===== src/rtl/vadd_ctrl_s_axi.sv =====
// vadd_ctrl_s_axi: AXI4-Lite control registers for Vadd (ap_ctrl, A, B, scalar00); VADD_CTRL_IRQ_EN adds GIE/IER/ISR and the interrupt.
// Latency: writes commit on the W beat, read data is valid 1 cycle after the AR handshake; one transaction per channel in flight.
// Backpressure: wready stays low until AW is accepted; bvalid/rvalid and rdata hold until bready/rready.
module vadd_ctrl_s_axi #(
    parameter int C_S_AXI_ADDR_WIDTH = 12,
    parameter int C_S_AXI_DATA_WIDTH = 32
) (
    input  logic                            ap_clk,
    input  logic                            ap_rst_n,
    input  logic                            s_axi_awvalid,
    output logic                            s_axi_awready,
    input  logic [C_S_AXI_ADDR_WIDTH-1:0]   s_axi_awaddr,
    input  logic                            s_axi_wvalid,
    output logic                            s_axi_wready,
    input  logic [C_S_AXI_DATA_WIDTH-1:0]   s_axi_wdata,
    input  logic [C_S_AXI_DATA_WIDTH/8-1:0] s_axi_wstrb,
    output logic                            s_axi_bvalid,
    input  logic                            s_axi_bready,
    output logic [1:0]                      s_axi_bresp,
    input  logic                            s_axi_arvalid,
    output logic                            s_axi_arready,
    input  logic [C_S_AXI_ADDR_WIDTH-1:0]   s_axi_araddr,
    output logic                            s_axi_rvalid,
    input  logic                            s_axi_rready,
    output logic [C_S_AXI_DATA_WIDTH-1:0]   s_axi_rdata,
    output logic [1:0]                      s_axi_rresp,
    output logic                            ap_start,
    input  logic                            ap_done,
    input  logic                            ap_idle,
    input  logic                            ap_ready,
    output logic [31:0]                     scalar00,
    output logic [63:0]                     A,
    output logic [63:0]                     B,
    output logic                            interrupt
);
    localparam int AW = C_S_AXI_ADDR_WIDTH;

    localparam logic [AW-1:0] ALIGN       = AW'(6'h03);
    localparam logic [AW-1:0] ADDR_CTRL   = AW'(6'h00);
    localparam logic [AW-1:0] ADDR_SCALAR = AW'(6'h10);
    localparam logic [AW-1:0] ADDR_A_LO   = AW'(6'h18);
    localparam logic [AW-1:0] ADDR_A_HI   = AW'(6'h1C);
    localparam logic [AW-1:0] ADDR_B_LO   = AW'(6'h24);
    localparam logic [AW-1:0] ADDR_B_HI   = AW'(6'h28);
`ifdef VADD_CTRL_IRQ_EN
    localparam logic [AW-1:0] ADDR_GIE    = AW'(6'h04);
    localparam logic [AW-1:0] ADDR_IER    = AW'(6'h08);
    localparam logic [AW-1:0] ADDR_ISR    = AW'(6'h0C);
`endif

    typedef enum logic [1:0] {WIDLE, WDATA, WRESP} wstate_t;
    typedef enum logic {RIDLE, RDATA} rstate_t;

    wstate_t        wstate;
    rstate_t        rstate;
    logic [AW-1:0]  waddr;
    logic [AW-1:0]  wsel;
    logic [AW-1:0]  rsel;
    logic           w_hs;
    logic           ar_hs;
    logic           wr_ctrl;
    logic           auto_restart;
    logic           done;
    logic [31:0]    rd_val;

    assign s_axi_bresp = 2'b00;
    assign s_axi_rresp = 2'b00;

    assign wsel    = waddr & ~ALIGN;
    assign rsel    = s_axi_araddr & ~ALIGN;
    assign w_hs    = s_axi_wready & s_axi_wvalid;
    assign ar_hs   = s_axi_arready & s_axi_arvalid;
    assign wr_ctrl = w_hs && (wsel == ADDR_CTRL) && s_axi_wstrb[0];

    function automatic logic [31:0] merge(input logic [31:0] old, input logic [31:0] d,
                                          input logic [3:0] s);
        logic [31:0] m;
        m = {{8{s[3]}}, {8{s[2]}}, {8{s[1]}}, {8{s[0]}}};
        return (d & m) | (old & ~m);
    endfunction

    always_ff @(posedge ap_clk or negedge ap_rst_n) begin
        if (!ap_rst_n) begin
            wstate        <= WIDLE;
            waddr         <= '0;
            s_axi_awready <= 1'b1;
            s_axi_wready  <= 1'b0;
            s_axi_bvalid  <= 1'b0;
        end else begin
            case (wstate)
                WIDLE: if (s_axi_awvalid) begin
                    waddr         <= s_axi_awaddr;
                    s_axi_awready <= 1'b0;
                    s_axi_wready  <= 1'b1;
                    wstate        <= WDATA;
                end
                WDATA: if (s_axi_wvalid) begin
                    s_axi_wready <= 1'b0;
                    s_axi_bvalid <= 1'b1;
                    wstate       <= WRESP;
                end
                WRESP: if (s_axi_bready) begin
                    s_axi_bvalid  <= 1'b0;
                    s_axi_awready <= 1'b1;
                    wstate        <= WIDLE;
                end
                default: begin
                    s_axi_awready <= 1'b1;
                    s_axi_wready  <= 1'b0;
                    s_axi_bvalid  <= 1'b0;
                    wstate        <= WIDLE;
                end
            endcase
        end
    end

    // rdata is captured at the AR edge, so a write committing on that same edge is not yet visible
    always_ff @(posedge ap_clk or negedge ap_rst_n) begin
        if (!ap_rst_n) begin
            rstate        <= RIDLE;
            s_axi_arready <= 1'b1;
            s_axi_rvalid  <= 1'b0;
            s_axi_rdata   <= '0;
        end else begin
            case (rstate)
                RIDLE: if (s_axi_arvalid) begin
                    s_axi_rdata   <= rd_val;
                    s_axi_arready <= 1'b0;
                    s_axi_rvalid  <= 1'b1;
                    rstate        <= RDATA;
                end
                RDATA: if (s_axi_rready) begin
                    s_axi_rvalid  <= 1'b0;
                    s_axi_arready <= 1'b1;
                    rstate        <= RIDLE;
                end
                default: begin
                    s_axi_rvalid  <= 1'b0;
                    s_axi_arready <= 1'b1;
                    rstate        <= RIDLE;
                end
            endcase
        end
    end

    always_ff @(posedge ap_clk or negedge ap_rst_n) begin
        if (!ap_rst_n) begin
            scalar00 <= '0;
            A        <= '0;
            B        <= '0;
        end else if (w_hs) begin
            case (wsel)
                ADDR_SCALAR: scalar00  <= merge(scalar00, s_axi_wdata, s_axi_wstrb);
                ADDR_A_LO:   A[31:0]   <= merge(A[31:0], s_axi_wdata, s_axi_wstrb);
                ADDR_A_HI:   A[63:32]  <= merge(A[63:32], s_axi_wdata, s_axi_wstrb);
                ADDR_B_LO:   B[31:0]   <= merge(B[31:0], s_axi_wdata, s_axi_wstrb);
                ADDR_B_HI:   B[63:32]  <= merge(B[63:32], s_axi_wdata, s_axi_wstrb);
                default: ;
            endcase
        end
    end

    // A host start wins over a same-cycle ap_ready; done set wins over clear-on-read
    always_ff @(posedge ap_clk or negedge ap_rst_n) begin
        if (!ap_rst_n) begin
            ap_start     <= 1'b0;
            auto_restart <= 1'b0;
            done         <= 1'b0;
        end else begin
            if (wr_ctrl && s_axi_wdata[0])
                ap_start <= 1'b1;
            else if (ap_ready)
                ap_start <= auto_restart;
            if (wr_ctrl)
                auto_restart <= s_axi_wdata[7];
            if (ap_done)
                done <= 1'b1;
            else if (ar_hs && (rsel == ADDR_CTRL))
                done <= 1'b0;
        end
    end

`ifdef VADD_CTRL_IRQ_EN
    logic       gie;
    logic [1:0] ier;
    logic [1:0] isr;
    logic [1:0] isr_set;
    logic [1:0] isr_tgl;

    always_comb begin
        isr_set = {ap_ready & ier[1], ap_done & ier[0]};
        isr_tgl = 2'b00;
        if (w_hs && (wsel == ADDR_ISR) && s_axi_wstrb[0])
            isr_tgl = s_axi_wdata[1:0];
    end

    always_ff @(posedge ap_clk or negedge ap_rst_n) begin
        if (!ap_rst_n) begin
            gie       <= 1'b0;
            ier       <= 2'b00;
            isr       <= 2'b00;
            interrupt <= 1'b0;
        end else begin
            if (w_hs && (wsel == ADDR_GIE) && s_axi_wstrb[0])
                gie <= s_axi_wdata[0];
            if (w_hs && (wsel == ADDR_IER) && s_axi_wstrb[0])
                ier <= s_axi_wdata[1:0];
            isr       <= isr_set | (isr ^ isr_tgl);
            interrupt <= gie & (|isr);
        end
    end
`else
    assign interrupt = 1'b0;
`endif

    always_comb begin
        rd_val = '0;
        case (rsel)
            ADDR_CTRL:   rd_val = {24'd0, auto_restart, 3'd0, ap_ready, ap_idle, done, ap_start};
`ifdef VADD_CTRL_IRQ_EN
            ADDR_GIE:    rd_val = {31'd0, gie};
            ADDR_IER:    rd_val = {30'd0, ier};
            ADDR_ISR:    rd_val = {30'd0, isr};
`endif
            ADDR_SCALAR: rd_val = scalar00;
            ADDR_A_LO:   rd_val = A[31:0];
            ADDR_A_HI:   rd_val = A[63:32];
            ADDR_B_LO:   rd_val = B[31:0];
            ADDR_B_HI:   rd_val = B[63:32];
            default:     rd_val = '0;
        endcase
    end
endmodule


===== config.mk =====
export PLATFORM = sky130hd
export DESIGN_NAME = vadd_ctrl_s_axi
export DESIGN_NICKNAME = d
export VERILOG_FILES = /design/src/rtl/vadd_ctrl_s_axi.sv
export SDC_FILE = /design/constraint.sdc
export NUM_CORES = 1
export LEC_CHECK = 0
export BUFFER_PORTS_ARGS = -buffer_cell sky130_fd_sc_hd__buf_2
export CAP_MARGIN = 20
export CELL_PAD_IN_SITES_DETAIL_PLACEMENT = 2
export CELL_PAD_IN_SITES_GLOBAL_PLACEMENT = 2
export CORE_ASPECT_RATIO = 1.2
export CORE_MARGIN = 3
export CORE_UTILIZATION = 31
export DETAILED_ROUTE_END_ITERATION = 10
export GPL_ROUTABILITY_DRIVEN = 0
export GPL_TIMING_DRIVEN = 0
export PLACE_DENSITY = 0.73
export SLEW_MARGIN = 40
export SYNTH_ARGS = -nofsm -noshare
export SYNTH_HDL_FRONTEND = slang
export SYNTH_SLANG_ARGS = --single-unit

===== constraint.sdc =====
create_clock -name ap_clk -period 2.2 [get_ports ap_clk]
set_clock_uncertainty 0.2 [all_clocks]
set_input_delay 0.44 -clock ap_clk [delete_from_list [all_inputs] [get_ports ap_clk]]
set_output_delay 0.44 -clock ap_clk [all_outputs]
set_load 0.02 [all_outputs]

==> reports/qor.yml, run 1 <==
outcome:
  status: "finished, violations left"
  violations: "setup timing"
critical_path:
  end_kind: "register"
  critPathLaunch: "waddr[8]"
  slowest_stage: "or4_4"
  required_ns: 2.40
  path_cells: "or4_4 > buf_6 > nor4_4 > buf_6 > buf_12 > nand3_4 > mux2_2"
  critPathLaunchType: "register"
  r2r_start: "waddr[8]"
  path_class: "reg2reg"
  worstRegToRegCells: 7
  crit_path_max_fanout: 8
  r2r_slack_ns: -0.21
  crit_path_frequent_cell: "buf_6"
  arrival_ns: 2.61
  slowest_delay_ns: 0.60
clocking:
  cts.sinks: 213
  cts_max_path_buffers: 3
  clk_pin_slew_ns: 0.06
  htree_levels: 1
  cts_buffers: 26
  tritoncts: "done"
  clk-insertion-delay-late_ns: 0.55
  cts-root-buf: "clkbuf_16"
grt:
  grtUsageTotal_pct: 23.7
  grt_pass1_wl_um: 62900
  gr-total-overflow: 0
  first_global_vias: 9728
  grt_max_degree: 69
  antenna_found_initial: 3
placement:
  portBuffers: 258
  placed_cells: 1518
  place_area_mm2: 0.0121
  dp_hpwl_um: 29200
floorplanning:
  fp.dieW_um: 171
  dieArea_mm2: 0.0350
  core_mm2: 0.0323
  start_util_pct: 31.5
  rows: 72
  die_y_um: 204
  ios: 273
pwr:
  p_sw_mw: 3.14
  p_comb_share_pct: 16.3
  p_per_area_mw_per_mm2: 763
  intPower_mw: 7.52
  peakVddDrop_mv: 0.506
  power_mw: 10.7
  clockPowerShare_pct: 41.1
  swShare_pct: 29.5
  p_seq_share_pct: 42.7
  p_leak_nw: 6.89
timing:
  max_freq_mhz: 415
  setup_violations: 161
  maxSlewViolCount: 0
  worst_pin_slew_ns: 0.787
  holdWs_ns: 0.0214
  hold_viol_final: 0
  fin_crit_ns: 2.41
  slew_headroom_pct: 47.6
  period_share_pct: 109
  rsz0062_at_grt: "true"
  setup_ws_ns: -0.209
synth:
  yosys-top-cells-area: "dfrtp_1 (52%), mux2_2 (19%), nand3b_1 (4.3%), a21oi_1 (3.0%), or3b_2 (2.7%)"
  synth_top_family_by_area: "multiplexers"
  ys_ff_latch: 213
  synth-async-reset-ratio_pct: 100
  syn_inst: 844
  ys_dominant_reg_cell: "dfrtp_1"
  syn_area_per_cell_um2: 12.0
  yosysTopAreaCell: "dfrtp_1"
  synth.area.mux_share_pct: 19.2
  ys_seq_area_share_pct: 52.5
  synthAdderAreaFrac_pct: 0
  synth_top_area_share_pct: 52.0
  ys.warnings.count: 0
  synthSimpleGateAreaFrac_pct: 15.3
  synth-xor-area-share_pct: 0
  ys_types: 52
  netlist_area_mm2: 0.0102
  synth-compound-area-share_pct: 10.4
  synth_edf_count: 0
detailed_routing:
  drt-initial-drc-count: 427
  avgRoutedWirePerCell_um: 26.0
  route.vias.total: 8574
  drt_wl_total_um: 42100
  dr.pass1.iters: 4
  viasPerCell: 5.29
  ant_nets: 0
  drc_errors: 0
worst_hold_path:
  hp-start: "s_axi_wdata[15]"
  holdPathStages: 2
  min_path_type: "in2reg"
final_layout:
  final_area_mm2: 0.0140
  fin_cells: 1621
  drive_above_1_share_pct: 49.6
  area_growth_pct: 37.5
  layout.nets: 1266
job:
  max_cap_violations: 0
[worst max path at each step]
stage | to | slack, ns | cells past startpoint
after floorplan | register | -0.09 | 5
after global placement | async pin | -3.43 | 1
after detailed placement | s_axi_rdata[15] | -1.04 | 8
after CTS | register | -0.22 | 7
after global routing | register | -0.27 | 7
final | register | -0.21 | 7
[routing by layer]
layer / track usage (%) / vias up / share of wire (%)
met5: 0 / - / 0.064
met4: 5.29 / 4 / 1.9
met3: 4.02 / 51 / 4.9
met2: 43.2 / 218 / 53
met1: 29.2 / 4505 / 40
li1: - / 3796 / -
[timing repair]
| item | in CTS | in global routing |
|---|---|---|
| endpoints found under the hold margin | 224 | 0 |
| gates resized for setup | 60 | 47 |
| hold buffers | 33 | 0 |
| setup endpoints to repair | 195 | 192 |
| pin swaps | 9 | 4 |
| setup buffers | 21 | 4 |
| cloned | 0 | 0 |
[Yosys cell counts (all sizes together) (2+ instances only)]
library cell	n
a22o	4
dfstp	2
o21ai	36
or4	2
nand2	43
a31oi	5
nor4	4
a21boi	27
or3b	31
o22ai	2
nand2b	6
nand3	39
nor2b	8
nand4	4
or2	2
and2	4
nand3b	58
clkbuf	43
and3	2
buf	14
a32oi	2
nor3	2
mux2	173
a21oi	61
dfrtp	211
a211oi	2
nor2	14
inv	4
a22oi	27
[area by class of cell]
class | instances | area [um2]
flip-flops and latches | 213 | 5330
fillers | 3321 | 18300
plain buffers | 56 | 279
repair buffers | 321 | 2070
multi-input cells | 574 | 4910
diodes | 1 | 2.50
inverters | 4 | 15.0
well taps | 407 | 509
clock buffers | 38 | 726
clock inverters | 7 | 128
[power groups by stage]
stage	Clock [mW]	Combinational, mW	Sequential [mW]
after CTS	4.47	1.70	4.54
final	4.38	1.73	4.55
after floorplan	0	0.701	4.72
after global routing	4.62	1.86	4.59
after detailed placement	0	1.57	4.61
after global placement	0	1.50	4.59
[placed cells by master, fill, tap and decap left out, types with 3 or more instances in the layout]
cell type / count
a21boi_0: 27
a21oi_1: 61
a22o_1: 4
a22oi_1: 27
a31oi_1: 5
and2_1: 3
buf_12: 11
buf_16: 3
buf_2: 268
buf_4: 13
buf_6: 6
bufinv_16: 3
clkbuf_1: 25
clkbuf_16: 26
clkbuf_2: 22
clkbuf_4: 3
clkbuf_8: 3
conb_1: 5
dfrtp_1: 211
dlygate4sd3_1: 33
inv_1: 4
mux2_2: 130
mux2_4: 43
nand2_1: 35
nand2_8: 5
nand2b_1: 6
nand3_1: 31
nand3_4: 8
nand3b_1: 58
nand4_1: 4
nor2_1: 9
nor2_8: 4
nor2b_1: 7
nor4_4: 3
o21ai_0: 36
or3b_2: 31
[critical path: cells and delay by family, from the launching register on]
family,cells,cell delay [ns]
AND/OR/NAND/NOR,3,0.92
flip-flops,1,0.38
multiplexers,1,0.36
buffers and inverters,3,0.42
[stage by stage]
step / setup WS, ns / setup TNS [ns] / util (%)
after floorplan: -0.0904 / -2.52 / -
after global placement: -3.43 / -805.54 / 37.3
after detailed placement: -1.04 / -79.63 / 37.6
after CTS: -0.218 / -18.71 / 42.8
after global routing: -0.270 / -31.91 / 43.3
final: -0.209 / -21.04 / 43.3
[cell families (layout without fill, tap and decap cells)]
group	count (synthesis)	count (layout)
compound gates	173	173
flops	213	213
simple gates	223	223
mux	173	173
other cells	1	6
buf+inv	61	426
No activity file was read; power rests on OpenSTA's default activity.
==> run 2: changes to the inputs <==
==> config.mk (replaced) <==
export PLATFORM = sky130hd
export DESIGN_NAME = vadd_ctrl_s_axi
export DESIGN_NICKNAME = d
export VERILOG_FILES = /design/src/rtl/vadd_ctrl_s_axi.sv
export SDC_FILE = /design/constraint.sdc
export NUM_CORES = 1
export LEC_CHECK = 0
export BUFFER_PORTS_ARGS = -buffer_cell sky130_fd_sc_hd__clkbuf_2
export CAP_MARGIN = 20
export CELL_PAD_IN_SITES_DETAIL_PLACEMENT = 2
export CELL_PAD_IN_SITES_GLOBAL_PLACEMENT = 2
export CORE_ASPECT_RATIO = 1.2
export CORE_MARGIN = 3
export CORE_UTILIZATION = 37
export DETAILED_ROUTE_END_ITERATION = 10
export GPL_ROUTABILITY_DRIVEN = 0
export GPL_TIMING_DRIVEN = 0
export PLACE_DENSITY = 0.82
export SLEW_MARGIN = 40
export SYNTH_ARGS = -nofsm -noshare
export SYNTH_HDL_FRONTEND = slang
export SYNTH_SLANG_ARGS = --single-unit
==> constraint.sdc (replaced) <==
create_clock -name ap_clk -period 3 [get_ports ap_clk]
set_clock_uncertainty 0.2 [all_clocks]
set_input_delay 0.6 -clock ap_clk [delete_from_list [all_inputs] [get_ports ap_clk]]
set_output_delay 0.6 -clock ap_clk [all_outputs]
set_load 0.02 [all_outputs]
==> reports/qor.yml, run 2 (same netlist as run 1, synthesis figures left out) <==
final_layout:
  multi_input_area_mm2: 0.00459  # was 0.00491 mm2
  diodes: 0  # was 1
  final_common_cell: "clkbuf_2"  # was buf_2
  layout_common_cells: "clkbuf_2 (257), dfrtp_1 (211), mux2_2 (167)"  # was buf_2 (268), dfrtp_1 (211), mux2_2 (130)
  area_growth_pct: 26.3  # was 37.5%
  drive_above_1_share_pct: 46.9  # was 49.6%
  layout.nets: 1210  # was 1266
  fillers: 2755  # was 3321
  final_area_mm2: 0.0128  # was 0.0140 mm2
  ff_latch_area_mm2: 0.00533  # unchanged
critical_path:
  end_kind: "register"  # unchanged
  path_cells: "clkbuf_1 > nor2b_1 > nor4b_1 > clkbuf_1 > a21boi_0 > a22oi_1"  # was or4_4 > buf_6 > nor4_4 > buf_6 > buf_12 > nand3_4 > mux2_2
  critPathLaunch: "s_axi_araddr[3]"  # was waddr[8]
  crit_path_max_fanout: 10  # was 8
  r2r_start: "waddr[7]"  # was waddr[8]
  critPathLaunchType: "primary input"  # was register
  slowest_stage: "clkbuf_1"  # was or4_4
  crit_buf_inv: 2  # was 3
  arrival_ns: 3.06  # was 2.61 ns
  crit_path_frequent_cell: "clkbuf_1"  # was buf_6
  cp_top_family: "simple AND/OR/NAND/NOR gates"  # unchanged
  slowest_delay_ns: 0.61  # was 0.60 ns
  path_class: "in2reg"  # was reg2reg
  required_ns: 3.24  # was 2.40 ns
floorplanning:
  fp.dieW_um: 157  # was 171 um
  rows: 65  # was 72
  dieArea_mm2: 0.0295  # was 0.0350 mm2
  die_y_um: 188  # was 204 um
  start_util_pct: 38.1  # was 31.5%
  core_mm2: 0.0267  # was 0.0323 mm2
  ios: 273  # unchanged
clocking:
  cts_buffers: 26  # unchanged
  cts.sinks: 213  # unchanged
  tritoncts: "done"  # unchanged
  cts_setup_buffers: 0  # was 21
  clk-insertion-delay-late_ns: 0.53  # was 0.55 ns
  cts-root-buf: "clkbuf_16"  # unchanged
  htree_levels: 1  # unchanged
  cts_max_path_buffers: 3  # unchanged
  clk_pin_slew_ns: 0.06  # about the same
placement:
  portBuffers: 258  # unchanged
  place_ws_ns: -0.386  # was -1.04 ns
  place_area_mm2: 0.0120  # was 0.0121 mm2
  dp_hpwl_um: 28600  # was 29200 um
timing:
  hold_viol_final: 0  # unchanged
  setup_violations: 0  # was 161
  fin_crit_ns: 2.81
  worst_pin_slew_ns: 0.875  # was 0.787 ns
  maxSlewViolCount: 0  # unchanged
  fin_tns_setup_ns: 0  # was -21.04 ns
  period_share_pct: 93.8
  rsz0062_at_grt: "false"  # was true
  holdWs_ns: 0.0760  # was 0.0214 ns
  slew_headroom_pct: 41.6  # was 47.6%
  max_freq_mhz: 355
  setup_ws_ns: 0.186  # was -0.209 ns
pwr:
  power_mw: 7.51  # was 10.7 mW
  p_seq_share_pct: 44.4  # was 42.7%
  p_sw_mw: 2.20  # was 3.14 mW
  p_leak_nw: 6.25  # was 6.89 nW
  p_comb_share_pct: 15.0  # was 16.3%
  peakVddDrop_mv: 0.424  # was 0.506 mV
  intPower_mw: 5.31  # was 7.52 mW
  clockPowerShare_pct: 40.6  # was 41.1%
  p_per_area_mw_per_mm2: 585  # was 763 mW/mm2
  swShare_pct: 29.3  # was 29.5%
grt:
  antenna_found_initial: 2  # was 3
  gr-total-overflow: 0  # unchanged
  grtUsageTotal_pct: 26.3  # was 23.7%
  first_global_vias: 9562  # was 9728
  grt_max_degree: 59  # was 69
  grt_pass1_wl_um: 59600  # was 62900 um
detailed_routing:
  met1_length_um: 15800  # was 17000 um
  viasPerCell: 5.62  # was 5.29
  routed-wl-met2_um: 20400  # was 22300 um
  drt_wl_total_um: 39200  # was 42100 um
  dr.pass1.iters: 6  # was 4
  ant_nets: 0  # unchanged
  drt-initial-drc-count: 328  # was 427
  avgRoutedWirePerCell_um: 26.2  # was 26.0 um
  drc_errors: 0  # unchanged
  route.vias.total: 8391  # was 8574
  dr_wl_met3_um: 2040  # was 2060 um
  top_layer_used: "met5"  # unchanged
worst_hold_path:
  min_path_type: "in2reg"  # unchanged
  hp-start: "ap_done"  # was s_axi_wdata[15]
job:
  max_cap_violations: 0  # unchanged
outcome:
  status: "finished clean"  # was finished, violations left
[run 2: layer usage]
layer	up-vias	track usage, %
li1	3691	-
met4	4	6.34
met1	4384	32.4
met3	62	4.76
met5	-	0
met2	250	47.4
[run 2: stage by stage]
step,utilization (%),cells
final,48.1,1494
after global routing,48.1,1494
after CTS,48.1,1494
after detailed placement,44.9,1446
after global placement,44.5,1441
after floorplan,-,848
[run 2: layout make-up]
| cell class | count | area share (%) |
|---|---|---|
| Timing Repair Buffer | 264 | 10.9 |
| Multi-Input combinational cell | 574 | 35.8 |
| Sequential cell | 213 | 41.6 |
| Clock inverter | 10 | 0.653 |
| Inverter | 4 | 0.117 |
| Clock buffer | 37 | 5.79 |
| Tap cell | 335 | 3.27 |
| Buffer | 57 | 1.92 |
[run 2: path summary, 6_finish.rpt]
path | to | slack, ns | depth (start not counted)
max in group asynchronous | async pin | 1.25 | 4
max reg2reg | register | 0.40 | 4
max | s_axi_rdata[16] | 0.19 | 6
min in group asynchronous | async pin | 0.37 | 2
min | done | 0.08 | 2
min reg2reg | done | 0.28 | 1
[run 2: repair_timing]
action                    in CTS  in global routing
gates resized for setup        0                  0
hold buffers                   1                  0
hold endpoints to repair      43                  0
[run 2: power by group through the flow]
stage                     Combinational, mW  Clock [mW]  Sequential, mW
after global routing                   1.22        3.24            3.37
after detailed placement               1.13           0            3.38
final                                  1.12        3.05            3.34
after CTS                              1.14        3.11            3.33
after global placement                 1.07           0            3.37
after floorplan                       0.510           0            3.46
